File: config.mk
export PLATFORM = sky130hd
export DESIGN_NAME = cordic_fsm_param
export DESIGN_NICKNAME = d
export VERILOG_FILES = /design/src/rtl/cordic_fsm_pkg.sv /design/src/rtl/cordic_fsm_param_iter_counter.sv /design/src/rtl/cordic_fsm_param.sv
export SDC_FILE = /design/constraint.sdc
export NUM_CORES = 1
export LEC_CHECK = 0
export BUFFER_PORTS_ARGS = -buffer_cell sky130_fd_sc_hd__buf_2
export CAP_MARGIN = 10
export CORE_MARGIN = 1.5
export CORE_UTILIZATION = 40
export CTS_BUF_LIST = sky130_fd_sc_hd__clkbuf_4 sky130_fd_sc_hd__clkbuf_8
export DETAILED_ROUTE_END_ITERATION = 8
export HOLD_SLACK_MARGIN = 0.06
export SYNTH_ARGS = -nofsm -noshare
export SYNTH_HDL_FRONTEND = slang
export SYNTH_HIERARCHICAL = 1
export SYNTH_SLANG_ARGS = --single-unit
File: constraint.sdc
create_clock -name clk -period 5.55 [get_ports clk]
set_input_delay 0.555 -clock clk [delete_from_list [all_inputs] [get_ports clk]]
set_output_delay 0.555 -clock clk [all_outputs]
set_load 0.03 [all_outputs]
File: src/rtl/cordic_fsm_pkg.sv
// cordic_fsm_pkg: state encoding and variable/output select codes for the CORDIC control FSM
package cordic_fsm_pkg;
    typedef enum logic [3:0] {
        IDLE, LOAD, MUX, SHIFT, ADD_START, ADD_WAIT, ADD_ACK, ITER_END, OUT1, OUT2, DONE
    } state_t;
    localparam logic [1:0] VAR_X = 2'd0;
    localparam logic [1:0] VAR_Y = 2'd1;
    localparam logic [1:0] VAR_Z = 2'd2;
    localparam logic SEL_OUT_X = 1'b0;
    localparam logic SEL_OUT_Y = 1'b1;
endpackage

File: src/rtl/cordic_fsm_param_iter_counter.sv
// cordic_iter_counter: clearable up-counter that wraps to zero after reaching its terminal value
module cordic_iter_counter #(
    parameter int W = 5
) (
    input  logic         clk,
    input  logic         reset,
    input  logic         load,
    input  logic         enable,
    input  logic [W-1:0] term,
    output logic [W-1:0] count,
    output logic         max_tick,
    output logic         min_tick
);
    always_ff @(posedge clk)
        count <= (reset || load) ? '0 : enable ? (max_tick ? '0 : count + 1'b1) : count;
    assign max_tick = count == term;
    assign min_tick = count == '0;
endmodule

File: src/rtl/cordic_fsm_param.sv
// cordic_fsm_param: CORDIC iteration sequencer with add/subtract and result handshakes
module cordic_fsm_param
    import cordic_fsm_pkg::*;
#(
    parameter int ITER_W = 5,
    parameter int N_ITER = 24
) (
    input  logic              clk,
    input  logic              reset,
    input  logic              beg_FSM_CORDIC,
    input  logic              ACK_FSM_CORDIC,
    input  logic              operation,
    input  logic              mode_in,
    input  logic [1:0]        shift_region_flag,
    input  logic [ITER_W-1:0] n_iter_cfg,
    input  logic              ready_add_subt,
    output logic              ready_CORDIC,
    output logic              beg_add_subt,
    output logic              ack_add_subt,
    output logic              sel_mux_1,
    output logic [1:0]        sel_mux_2,
    output logic              sel_mux_3,
    output logic              mode,
    output logic [ITER_W-1:0] iter_idx,
    output logic              busy,
    output logic              enab_RB1,
    output logic              enab_RB2,
    output logic              enab_d_ff_Xn,
    output logic              enab_d_ff_Yn,
    output logic              enab_d_ff_Zn,
    output logic              enab_dff_shifted_x,
    output logic              enab_dff_shifted_y,
    output logic              enab_dff_LUT,
    output logic              enab_dff_sign,
    output logic              enab_dff5,
    output logic              enab_d_ff_out
);
    localparam logic [ITER_W:0]   NMAX  = (ITER_W+1)'(N_ITER);
    localparam logic [ITER_W-1:0] NLAST = ITER_W'(N_ITER - 1);
    state_t state, next;
    logic [ITER_W-1:0] iter_cnt, n_last;
    logic [1:0] var_cnt, region;
    logic i_max, i_min, v_max, v_min, clamp, sel_out, sel_q;
    cordic_iter_counter #(.W(ITER_W)) u_iter (
        .clk(clk), .reset(reset),
        .load(state == LOAD || (state == DONE && ACK_FSM_CORDIC)),
        .enable(state == ITER_END && !i_max), .term(n_last),
        .count(iter_cnt), .max_tick(i_max), .min_tick(i_min)
    );
    cordic_iter_counter #(.W(2)) u_var (
        .clk(clk), .reset(reset), .load(state == LOAD), .enable(state == ADD_ACK), .term(VAR_Z),
        .count(var_cnt), .max_tick(v_max), .min_tick(v_min)
    );
    assign clamp   = n_iter_cfg == '0 || {1'b0, n_iter_cfg} > NMAX;
    assign sel_out = (operation ^ (^region)) ? SEL_OUT_Y : SEL_OUT_X;
    always_ff @(posedge clk)
        state <= reset ? IDLE : next;
    always_ff @(posedge clk)
        if (reset) begin
            mode   <= 1'b0;
            region <= 2'b00;
            n_last <= '0;
            sel_q  <= SEL_OUT_X;
        end else begin
            if (state == LOAD) begin
                mode   <= mode_in;
                region <= shift_region_flag;
                n_last <= clamp ? NLAST : n_iter_cfg - 1'b1;
            end
            if (state == OUT1) sel_q <= sel_out;
        end
    always_comb begin
        next = state;
        case (state)
            IDLE:      next = beg_FSM_CORDIC ? LOAD : IDLE;
            LOAD:      next = MUX;
            MUX:       next = SHIFT;
            SHIFT:     next = ADD_START;
            ADD_START: next = ADD_WAIT;
            ADD_WAIT:  next = ready_add_subt ? ADD_ACK : ADD_WAIT;
            ADD_ACK:   next = v_max ? ITER_END : ADD_START;
            ITER_END:  next = i_max ? OUT1 : MUX;
            OUT1:      next = OUT2;
            OUT2:      next = DONE;
            DONE:      next = ACK_FSM_CORDIC ? IDLE : DONE;
            default:   next = IDLE;
        endcase
    end
    always_comb begin
        ready_CORDIC       = state == DONE;
        beg_add_subt       = state == ADD_START;
        ack_add_subt       = state == ADD_ACK;
        sel_mux_1          = state == MUX && !i_min;
        sel_mux_2          = (state == ADD_START || state == ADD_WAIT) ? var_cnt : VAR_X;
        sel_mux_3          = state == OUT1 ? sel_out : (state == OUT2 || state == DONE) ? sel_q : SEL_OUT_X;
        iter_idx           = iter_cnt;
        busy               = state != IDLE;
        enab_RB1           = state == LOAD;
        enab_RB2           = state == MUX;
        enab_d_ff_Xn       = state == ADD_ACK && v_min;
        enab_d_ff_Yn       = state == ADD_ACK && var_cnt == VAR_Y;
        enab_d_ff_Zn       = state == ADD_ACK && v_max;
        enab_dff_shifted_x = state == SHIFT;
        enab_dff_shifted_y = state == SHIFT;
        enab_dff_LUT       = state == SHIFT;
        enab_dff_sign      = state == SHIFT;
        enab_dff5          = state == OUT1;
        enab_d_ff_out      = state == OUT2;
    end
endmodule

# Word level (Yosys, flattened, before mapping)
# Cells that the tools add are included.
[totals]
reg_bits = 20
inputBits = 14
out_inout_bits = 25
word_cells = 58
[classes]
n_addsub = 3
magnitude_cmp = 1
n_eq_ne = 13
mux = 13
bitwise = 1
reduce_logical = 20
[op_table]
columns = ["operator", "n"]
rows = [
  ["$pmux 4 s11", 1],
  ["$eq 4x3->1 const B", 4],
  ["$eq 4x4->1 const B", 3],
  ["$logic_not 5->1", 2],
  ["$mux 5", 2],
  ["$eq 4x2->1 const B", 2],
  ["$mux 2", 4],
  ["$mux 4", 2],
  ["$logic_and 1x1->1", 6],
  ["$logic_or 1x1->1", 6],
  ["$add 5x1->5 const B", 1],
  ["$eq 5x5->1", 1],
  ["$gt 5x5->1 const B", 1],
  ["$sub 5x1->5 const B", 1],
  ["$eq 4x1->1 const B", 1],
  ["$logic_not 4->1", 1],
  ["$mux 1", 4],
  ["$reduce_bool 4->1", 1],
  ["$add 2x1->2 const B", 1],
  ["$eq 2x1->1 const B", 1],
  ["$eq 2x2->1 const B", 1],
  ["$logic_not 1->1", 2],
  ["$logic_not 2->1", 1],
  ["$reduce_xor 2->1", 1],
  ["$xor 1x1->1", 1],
]

# Logic depth before layout (Yosys ltp)
[depth]
word_depth = 4
depth_mapped = 8
depth_no_buf = 7

# Cells and area by module
# Netlist, hierarchy kept.
[modules_own_cells]
columns = ["module", "n_inst", "cells_per_inst", "area_per_inst_um2", "seq_area_each_um2"]
rows = [
  ["cordic_fsm_param", 1, 123, 927.1, 260.2],
  ["cordic_iter_counter (u_iter)", 1, 43, 389.1, 100.1],
  ["cordic_iter_counter (u_var)", 1, 14, 120.1, 40.0],
]

# Least setup slack after synthesis
# No wires, ideal clock.
[synth_timing]
path_kind = "register to output"
from = "register u_iter.count[0]"
to = "output port sel_mux_1"
t_arrival_ns = 1.995
required_time_ns = 4.995
slack_ns = 3.000
stages_incl_launch_ff = 5
n_path_buf = 0
cell_sequence = "dfxtp_1 -> inv_1 -> ha_1 -> nor4b_1 -> nor4_1"
[synth_via]
elab_chain_len = 3
[synth_lines]
columns = ["item", "line", "rtl"]
rows = [
  ["start: declaration", "cordic_fsm_param_iter_counter.sv:10", "output logic [W-1:0] count,"],
  ["start signal: assignment", "cordic_fsm_param_iter_counter.sv:15", "count <= (reset || load) ? '0 : enable ? (max_tick ? '0 : count + 1'b1) : count;"],
  ["$logic_not 5->1", "cordic_fsm_param_iter_counter.sv:17", "assign min_tick = count == '0;"],
  ["net i_min", "cordic_fsm_param.sv:43", "logic i_max, i_min, v_max, v_min, clamp, sel_out, sel_q;"],
  ["$logic_not 1->1", "cordic_fsm_param.sv:93", "sel_mux_1 = state == MUX && !i_min;"],
  ["$logic_and 1x1->1", "cordic_fsm_param.sv:93", ""],
  ["end: declaration", "cordic_fsm_param.sv:20", "output logic sel_mux_1,"],
]
# The timed path passes the listed nets, and every way through them passes these cells.

# Worst setup path in the final report
[layout_timing]
from = "register u_iter.count[2]"
to = "register u_iter.count[3]"
[layout_via]
elab_chain_len = 3
elab_cells_between_ends = 5
classes_between = "1 x add/sub; 1 x eq/ne; 1 x mux; 2 x reduce/logical"
[layout_lines]
columns = ["item", "line", "rtl"]
rows = [
  ["$eq 5x5->1 *", "cordic_fsm_param_iter_counter.sv:16", "assign max_tick = count == term;"],
  ["net i_max", "cordic_fsm_param.sv:43", ""],
  ["$logic_not 1->1", "cordic_fsm_param.sv:47", ".enable(state == ITER_END && !i_max), .term(n_last),"],
  ["$logic_and 1x1->1", "cordic_fsm_param.sv:47", ""],
]
# The timed path passes the listed nets; every way through them passes the cells marked *.
# A chain may end at the register's enable or synchronous reset.

==> flow_metrics.tcl <==
set metrics [dict create \
    arrival_ns 2.72 \
    synth-seq-cells 20 \
    worstPathMaxFanout 11 \
    r2r_slack_ns 3.01 \
    viasPerCell 5.35 \
    multi_input_area_um2 927 \
    fin_nets 232 \
    fp-row-count 21 \
    hp-start "mode" \
    synth_ff_type "dfxtp_1" \
    antenna_found_initial 0 \
    yosysMostFrequentCell "dfxtp_1" \
    synthTopCellsByArea "dfxtp_1 (28%), nor2_1 (4.4%), ha_1 (4.4%), a21oi_1 (3.8%), nand2_1 (3.7%)" \
    p_per_area_mw_per_mm2 240 \
    r2r-start "u_iter/count[2]" \
    pre_cts_ws_ns 3.10 \
    wire_per_inst_um 12.8 \
    post-cts-setup-buffer-count 0 \
    cts_resized 0 \
    hp-class "reg2reg" \
    clockRootBuffer "clkbuf_4" \
    area_delta_synth_final_pct 13.6 \
    first_iter_violations 102 \
    status "finished, final reports clean" \
    worst_pin_slew_ns 0.867 \
    die-width_um 62.9 \
    worstPathRequired_ns 5.73 \
    seqCellArea_um2 400 \
    ant_nets 0 \
    overflow 0 \
    drt_pre_antenna_iters 4 \
    synth_area_mm2 0.00144 \
    clock_latency_ns 0.30 \
    start_util_pct 42.4 \
    worst_r2r_endpoint "u_iter/count[3]" \
    post-dp-hpwl_um 2510 \
    vias 1376 \
    end_kind "flip-flop" \
    cts_tree "done" \
    period_share_pct 45.7 \
    slew_headroom_pct 41.7 \
    leakagePower_nw 0.736 \
    core_area_mm2 0.00339 \
    setup_violations 0 \
    grt_pass1_wl_um 5690 \
    wl_um 3290 \
    yosys_warnings 6 \
    path_class "reg2reg" \
    grt_pass1_vias 1256 \
    numCtsBuffers 3 \
    synth_seq_area_share_pct 27.9 \
    ir_drop_mv 0.118 \
    syn_area_per_cell_um2 7.98 \
    start_kind "flip-flop" \
    drc 0 \
    min_to "mode" \
    die-area_mm2 0.00396 \
    cts_buffer_depth 2 \
    cts-hold-fix-buffers 0 \
    async_flop_share_pct 0 \
    fin_tns_setup_ns 0 \
    critical_path.startpoint "u_iter/count[2]" \
    finalClockSkew_ns 0.00380 \
    cts_sinks 20 \
    fillers 343 \
    worst_slack_ns 3.01 \
    port_buffers 38 \
    maxSlewViolCount 0 \
    synth-edff-count 0 \
    h-tree-depth 1 \
    die_h_um 62.9 \
    grt_usage_pct 17.6 \
    ys_types 52 \
    synthCells 180 \
    period_needed_ns 2.54 \
    final_layout_size_suffix_gt1_share_pct 26.1 \
    netlist.area_leader.share_pct 27.9 \
    cap_violations 0 \
    fmax_mhz 394 \
    gp_congestion 0.830 \
    io_pins 39 \
    worstRegToRegCells 6 \
    grt_max_degree 19 \
    yosys.area.top_type "dfxtp_1" \
    clkTransAtPathRegs_ns 0.11 \
    final_hold_viol_count 0 \
    rsz0062_at_grt "no" \
    n_antenna_cell 0 \
    hold_depth 2 \
    synth_commonest_cells "dfxtp_1 (20), nor2_1 (17), nand2_1 (14)" \
]
logic make-up after synthesis:
group	count (synthesis)	synth area share (%)
xor+xnor	11	7.75
other cells	2	0.523
compound gates	40	19.0
fa+ha+maj	5	4.36
flops	20	27.9
mux	3	2.09
simple gates	79	30.6
buf+inv	20	7.84
area by class of cell:
| class | instances | area share, % |
|---|---|---|
| multi-input combinational | 141 | 56.8 |
| clock buffer | 3 | 1.38 |
| inverter | 9 | 2.07 |
| tap | 46 | 3.53 |
| sequential | 20 | 24.5 |
| timing repair buffer | 38 | 11.7 |
worst max-delay path by stage:
stage                           end  slack, ns  depth (start not counted)
CTS                    enab_d_ff_Xn       3.05                          4
finish              u_iter/count[3]       3.01                          6
detailed placement  u_iter/count[3]       3.10                          6
global placement    u_iter/count[0]       3.29                          7
floorplan                 sel_mux_1       3.00                          4
global route        u_iter/count[0]       2.82                          7
metrics by stage:
step	std cells	instance area (um^2)	util [%]	hold slack (ns)	total power, mW
after CTS	257	1630	48.1	0.470	0.394
final	257	1630	48.1	0.469	0.391
after global routing	257	1630	48.1	0.492	0.418
after global placement	254	1610	47.5	0.442	0.321
after floorplan	181	1440	-	0.448	0.299
after detailed placement	254	1610	47.5	0.452	0.324
sequential cells by signal, summed over array words and instances (netlist names):
register / count
sel_q: 1
state: 4
n_last: 5
u_var/count: 2
mode: 1
u_iter/count: 5
region: 2
metal layers:
layer | wire length [um] | GRT usage, %
met5 | 0 | 0
met2 | 1520 | 30.6
met4 | 62 | 8.06
met3 | 184 | 1.80
met1 | 1530 | 21.7
worst max-delay path, stage by stage (launching register included):
cell	delay, ns
dfxtp_1	0.49
xor2_1	0.28
nor3_2	0.12
nor3b_1	0.18
nor3_1	0.73
nor3b_1	0.45
a211oi_1	0.16
layout by cell type (no fill, tap or decap), types with 4 or more instances in the layout:
cell type  Yosys  routed
buf_2          3      38
dfxtp_1       20      20
nor2_1        17      17
nand2_1       14      14
a21oi_1       11      11
inv_1          8       8
nor3_1         8       8
nand3_1        6       6
xor2_1         6       6
o21ai_0        5       5
ha_1           5       5
nand2b_1       4       4
nand3b_1       4       4
power breakdown:
| part | internal, mW | total [mW] | switching [mW] | leakage (nW) |
|---|---|---|---|---|
| Clock | 0.0253 | 0.0709 | 0.0455 | 0.0138 |
| Sequential | 0.157 | 0.179 | 0.0222 | 0.163 |
| Combinational | 0.0516 | 0.141 | 0.0896 | 0.560 |
| Total | 0.234 | 0.391 | 0.157 | 0.736 |
Note: power is estimated with default switching activity, not from simulation.
